<file path="config.mk">
export PLATFORM = sky130hd
export DESIGN_NAME = dac_ramp_seq
export DESIGN_NICKNAME = d
export VERILOG_FILES = /design/src/rtl/dac_ramp_seq.sv
export SDC_FILE = /design/constraint.sdc
export NUM_CORES = 1
export LEC_CHECK = 0
export CAP_MARGIN = 10
export CELL_PAD_IN_SITES_DETAIL_PLACEMENT = 0
export CELL_PAD_IN_SITES_GLOBAL_PLACEMENT = 1
export CORE_UTILIZATION = 35
export DETAILED_ROUTE_END_ITERATION = 8
export GPL_ROUTABILITY_DRIVEN = 1
export PLACE_DENSITY = 0.78
export SLEW_MARGIN = 25
export SYNTH_ARGS = -nofsm -noshare
export SYNTH_HDL_FRONTEND = slang
export SYNTH_SLANG_ARGS = --single-unit
</file>
<file path="constraint.sdc">
create_clock -name clk_i -period 3.5 [get_ports clk_i]
set_input_delay 0.7 -clock clk_i [delete_from_list [all_inputs] [get_ports clk_i]]
set_output_delay 0.7 -clock clk_i [all_outputs]
set_load 0.1 [all_outputs]
</file>
<file path="src/rtl/dac_ramp_seq.sv">
// dac_ramp_seq: staircase sweep sequencer feeding a two-channel DAC SPI writer.
// Each step writes a DAC-A word, then a DAC-B word, then dwells before
// advancing the code by a programmable step until the end bound is passed.
//
// Ports:
//   clk_i, rst_i        clock, synchronous active-high reset
//   start_i             one-cycle pulse; starts a sweep when idle
//   code_start_i        first code of the sweep
//   code_end_i          inclusive upper bound of the sweep
//   step_i              code increment per step (0 = single step)
//   dwell_i             extra idle cycles after each A/B pair
//   inv_b_i             B code is the complement of the A code when set
//   eow_i               end-of-write pulse from the SPI writer
//   strw_o              one-cycle start-write pulse to the SPI writer
//   din_o               {control nibble, code} word, stable until eow_i
//   selch_o             0 = channel A word, 1 = channel B word
//   busy_o              high from the cycle after start until eod_o
//   eod_o               one-cycle end-of-sweep pulse
//   code_o              current A code
module dac_ramp_seq #(
  parameter int unsigned DW    = 12,
  parameter int unsigned CW    = 29,
  parameter logic [3:0]  CTRLA = 4'b0011,
  parameter logic [3:0]  CTRLB = 4'b1011
) (
  input  logic          clk_i,
  input  logic          rst_i,
  input  logic          start_i,
  input  logic [DW-1:0] code_start_i,
  input  logic [DW-1:0] code_end_i,
  input  logic [DW-1:0] step_i,
  input  logic [CW-1:0] dwell_i,
  input  logic          inv_b_i,
  input  logic          eow_i,
  output logic          strw_o,
  output logic [DW+3:0] din_o,
  output logic          selch_o,
  output logic          busy_o,
  output logic          eod_o,
  output logic [DW-1:0] code_o
);

  typedef enum logic [2:0] {
    StIdle, StWrA, StWaitA, StWrB, StWaitB, StDwell, StNext, StDone
  } state_e;

  state_e        r_state;
  logic [DW-1:0] r_code;
  logic [DW-1:0] r_end;
  logic [DW-1:0] r_step;
  logic [CW-1:0] r_dwell;
  logic          r_inv;
  logic [CW-1:0] r_cnt;
  logic          r_strw;
  logic [DW+3:0] r_din;
  logic          r_selch;
  logic          r_busy;
  logic          r_eod;

  logic [DW:0]   w_sum;
  logic [DW-1:0] w_code_b;
  logic          w_stop;

  // One extra bit so a sum past all-ones is detected instead of wrapping.
  assign w_sum    = {1'b0, r_code} + {1'b0, r_step};
  // All-ones minus code is the bitwise complement.
  assign w_code_b = r_inv ? ~r_code : r_code;
  assign w_stop   = (r_step == '0) || w_sum[DW] || (w_sum > {1'b0, r_end});

  always_ff @(posedge clk_i) begin
    if (rst_i) begin
      r_state <= StIdle;
      r_code  <= '0;
      r_end   <= '0;
      r_step  <= '0;
      r_dwell <= '0;
      r_inv   <= 1'b0;
      r_cnt   <= '0;
      r_strw  <= 1'b0;
      r_din   <= '0;
      r_selch <= 1'b0;
      r_busy  <= 1'b0;
      r_eod   <= 1'b0;
    end else begin
      // Pulse outputs default low; only the transitions below raise them.
      r_strw <= 1'b0;
      r_eod  <= 1'b0;
      case (r_state)
        StIdle: begin
          if (start_i) begin
            r_end   <= code_end_i;
            r_step  <= step_i;
            r_dwell <= dwell_i;
            r_inv   <= inv_b_i;
            r_code  <= code_start_i;
            r_busy  <= 1'b1;
            r_strw  <= 1'b1;
            r_selch <= 1'b0;
            r_din   <= {CTRLA, code_start_i};
            r_state <= StWrA;
          end
        end
        StWrA:   r_state <= StWaitA;
        StWaitA: begin
          if (eow_i) begin
            r_strw  <= 1'b1;
            r_selch <= 1'b1;
            r_din   <= {CTRLB, w_code_b};
            r_state <= StWrB;
          end
        end
        StWrB:   r_state <= StWaitB;
        StWaitB: begin
          if (eow_i) begin
            r_cnt   <= r_dwell;
            r_state <= StDwell;
          end
        end
        StDwell: begin
          if (r_cnt == '0) r_state <= StNext;
          else             r_cnt   <= r_cnt - CW'(1);
        end
        StNext: begin
          if (w_stop) begin
            r_eod   <= 1'b1;
            r_state <= StDone;
          end else begin
            r_code  <= w_sum[DW-1:0];
            r_strw  <= 1'b1;
            r_selch <= 1'b0;
            r_din   <= {CTRLA, w_sum[DW-1:0]};
            r_state <= StWrA;
          end
        end
        StDone: begin
          r_busy  <= 1'b0;
          r_state <= StIdle;
        end
        default: r_state <= StIdle;
      endcase
    end
  end

  assign strw_o  = r_strw;
  assign din_o   = r_din;
  assign selch_o = r_selch;
  assign busy_o  = r_busy;
  assign eod_o   = r_eod;
  assign code_o  = r_code;

endmodule

</file>
==> summary.txt <==
Drt
  – Avg WL per Cell: 16.5 microns
  – Number of remaining DRC errors: 0
  – Number of DRC markers in iteration 0: 581
  – Final WL: 19.7 mm
  – Vias: 6,292
  – Metal1 wirelength: 10.2 mm
  – ANT nets after route: 0
  – Iteration count of the initial detailed-routing pass: 5
  – Met2 WL post-DR: 8.17 mm
  – Wire length on met3: 975 microns
  – Highest metal used: met4
  – Vias per std cell: 5.26

STA
  – Setup ws final: -388 ps
  – Unrepaired setup endpoints after global routing: yes
  – Layout Skew: 8.39 ps
  – Worst slew pin tran: 976 ps
  – Hold Violations, Final: 0
  – Fin crit period: 3890 ps
  – Period Utilization, post-route: 1.11
  – Worst slew margin: 0.347
  – Final setup viols: 30
  – Sum of negative setup slack: -8360 ps
  – Fin. max-slew vios: 0
  – Fmax achieved: 257 MHz

Power
  – Pwr Total: 4.63 mW
  – Power Dens Cells: 540 nW/um^2
  – Leak: 3.39 nW
  – Maximum vdd drop: 0.000387 V

Critical path
  – Max Fanout on Critical Path: 4
  – Max stage delay on crit path: 370 ps
  – Most common cell on crit path: ha_4
  – CP endpoint kind: flop
  – Arrival time worst endpoint: 4250 ps
  – Worst setup path class: flop to flop
  – Worst Setup Start Kind: flop
  – Req. time, crit path: 3860 ps
  – CP Buf/Inv Count: 3
  – CP top delay family: compound AO/OA/AOI/OAI gates
  – Slowest CP cell: or3_4
  – Crit-path cells: ha_4 > fa_2 > a211oi_2 > o21bai_1 > a21oi_1 > xor2_1 > inv_1 > ha_4 > nand4_1 > nor4_4 > o221ai_2 > a21o_1 > or3_4 > buf_6 > a221oi_1 > buf_4

Clock network
  – Skew-Pair Late Insertion Delay: 420 ps
  – H-tree Lvls: 4
  – Clk sinks: 115
  – CTS tree: done
  – TritonCTS Buffers: 17
  – Root buf cell: clkbuf_16
  – Clock-pin slew on the worst setup and hold paths: 60 ps
  – Clock buffer depth: 2

Placed design
  – Gpl congestion: 0.898
  – Area post-placement: 7860 sq um
  – Post-Place Cells: 1,157
  – Hpwl dp: 14.1 mm
  – # port buffers: 100

Global route
  – First-pass GRT wire length: 31.5 mm
  – Largest net degree at the start of global routing: 59
  – Initial antenna violation count: 0
  – Gr usage total: 0.226
  – Grt ovf: 0
  – Number of global-route vias before repair: 5,859

Yosys
  – Fraction of registers with async set/reset: 0
  – Post-synth EDFFs: 0
  – Seq/Total Area, Yosys: 0.377
  – Synth warnings: 0
  – Top post-synthesis cells by area: dfxtp_1 (38%), nand2_1 (11%), a21oi_1 (7.9%)
  – Mapped cell area: 6110 sq um
  – Leading area contributor after synthesis: dfxtp_1
  – Yosys cell types: 69
  – Mapped Nets: 911
  – Cell count after synthesis: 815
  – Synth Register Bits: 115
  – Area share of the largest cell type after synthesis: 0.377
  – Syn Area/Cell: 7.49 sq um
  – Ys flop type: dfxtp_1

Run status
  – Status: complete, but fails checks
  – Failing checks: setup timing

Floorplan
  – Area of the core: 16,800 sq um
  – Row Count: 47
  – Starting Density: 0.363
  – Die W: 134 microns
  – IO Pins: 102
  – Die area: 18,000 sq um
  – Die Y-Extent: 134 microns

Flow run
  – MaxCap Viol Count: 0

Worst hold path
  – Hold Crit Class: flop to flop

Cells and area
  – Final antenna diode count: 0
  – Fin area: 8590 sq um
  – Filler cell count in the final layout: 1,673
  – Fraction of layout cells with a size suffix above 1: 0.178
  – Fin nets: 1,059
  – Fin cells: 1,196
  – Synth-to-layout area growth: 40.6%
==> cells in the final DEF, fill, tap and decap left out, types with 20 or more instances in the layout <==
cell type,instances
buf_4,91
dfxtp_1,103
clkdlybuf4s50_1,87
nand2_1,175
inv_1,27
o21ai_0,35
nor2_1,59
ha_1,20
nor3_1,29
a21oi_1,97
==> registers in the layout, summed over array words and instances (netlist names) <==
| signal | count |
|---|---|
| busy_o | 1 |
| r_end | 12 |
| din_o | 14 |
| r_step | 12 |
| r_dwell | 29 |
| strw_o | 1 |
| r_state | 3 |
| r_cnt | 29 |
| r_inv | 1 |
| code_o | 12 |
| eod_o | 1 |
==> cell families (layout without fill, tap and decap cells) <==
kind of cell	after synthesis	after routing	synth area share
AOI/OAI and AO/OA	240	240	0.246
xor gates and xnor gates	18	18	0.0258
adders and majority gates	26	26	0.0545
buffers and inverters	88	249	0.0590
DFF	115	115	0.377
muxes	3	3	0.00512
other	1	1	0.000614
and+or+nand+nor	324	324	0.232
==> routing by layer <==
layer | vias up | global-route usage
met5 | - | 0
met4 | 0 | 0.0780
met3 | 25 | 0.0416
met2 | 182 | 0.319
met1 | 2905 | 0.338
li1 | 3180 | -
==> through the flow <==
| step | util | setup slack (ps) | hold WS (ps) |
|---|---|---|---|
| after floorplan | - | -217 | 433 |
| after global placement | 0.467 | -265 | 445 |
| after detailed placement | 0.467 | -365 | 451 |
| after CTS | 0.506 | -325 | 458 |
| after global routing | 0.511 | -589 | 476 |
| final | 0.511 | -388 | 454 |
==> area by class of cell <==
class / instances / area (sq um) / share of cell area
tap: 220 / 275 / 0.0321
multi-input combinational: 612 / 3660 / 0.426
timing repair buffer: 188 / 1680 / 0.195
sequential: 115 / 2330 / 0.272
clock inverter: 9 / 80.1 / 0.00932
inverter: 29 / 109 / 0.0127
clock buffer: 23 / 458 / 0.0533
==> cell usage after synthesis (all sizes together), types with 2 or more instances <==
master   instances
o21a             2
buf             15
nor2            61
or3              5
a221oi           2
ha              25
nand2          179
o211ai           5
nor3b            2
clkinv           2
a311oi          13
clkbuf          44
o221ai           2
inv             27
a32o             2
nand2b           4
a21o             6
o311ai           2
or2              2
dfxtp          115
a2111oi          2
a21oi           97
nor3            32
or4              6
xnor2           11
nor4             9
o31ai            8
nor2b            3
nand4            2
a211oi          20
o32ai            2
a22oi           12
xor2             7
mux2i            2
nand3           13
o22ai            7
a31oi            6
o21ai           40
==> path summary, 6_finish.rpt <==
kind | cells past startpoint | endpoint | slack [ps] | from
worst min register to register | 2 | r_dwell[0] | 450 | r_dwell[0]
worst min-delay path | 2 | r_dwell[0] | 450 | r_dwell[0]
worst max-delay path | 16 | code_o[7] | -390 | code_o[0]
worst max register to register | 16 | code_o[7] | -390 | code_o[0]
==> worst register-to-register path, cell delays in order, from the launching register on <==
cell	delay (ps)
dfxtp_4	350
ha_4	170
fa_2	350
a211oi_2	240
o21bai_1	110
a21oi_1	180
xor2_1	310
inv_1	130
ha_4	290
nand4_1	130
nor4_4	280
o221ai_2	120
a21o_1	200
or3_4	370
buf_6	140
a221oi_1	290
buf_4	160
==> report_power, final <==
| part | internal (mW) | switching (mW) | leakage [nW] |
|---|---|---|---|
| Combinational | 0.591 | 0.924 | 2.18 |
| Sequential | 1.42 | 0.0915 | 0.947 |
| Clock | 0.990 | 0.619 | 0.270 |
==> what timing repair did <==
| action | CTS | global route |
|---|---|---|
| buffers inserted | 6 | 2 |
| pin swaps | 4 | 5 |
| hold buffers | 0 | 0 |
| gates resized for setup | 21 | 13 |
| endpoints found under the setup margin | 29 | 30 |
No activity file was read; power rests on OpenSTA's default activity.
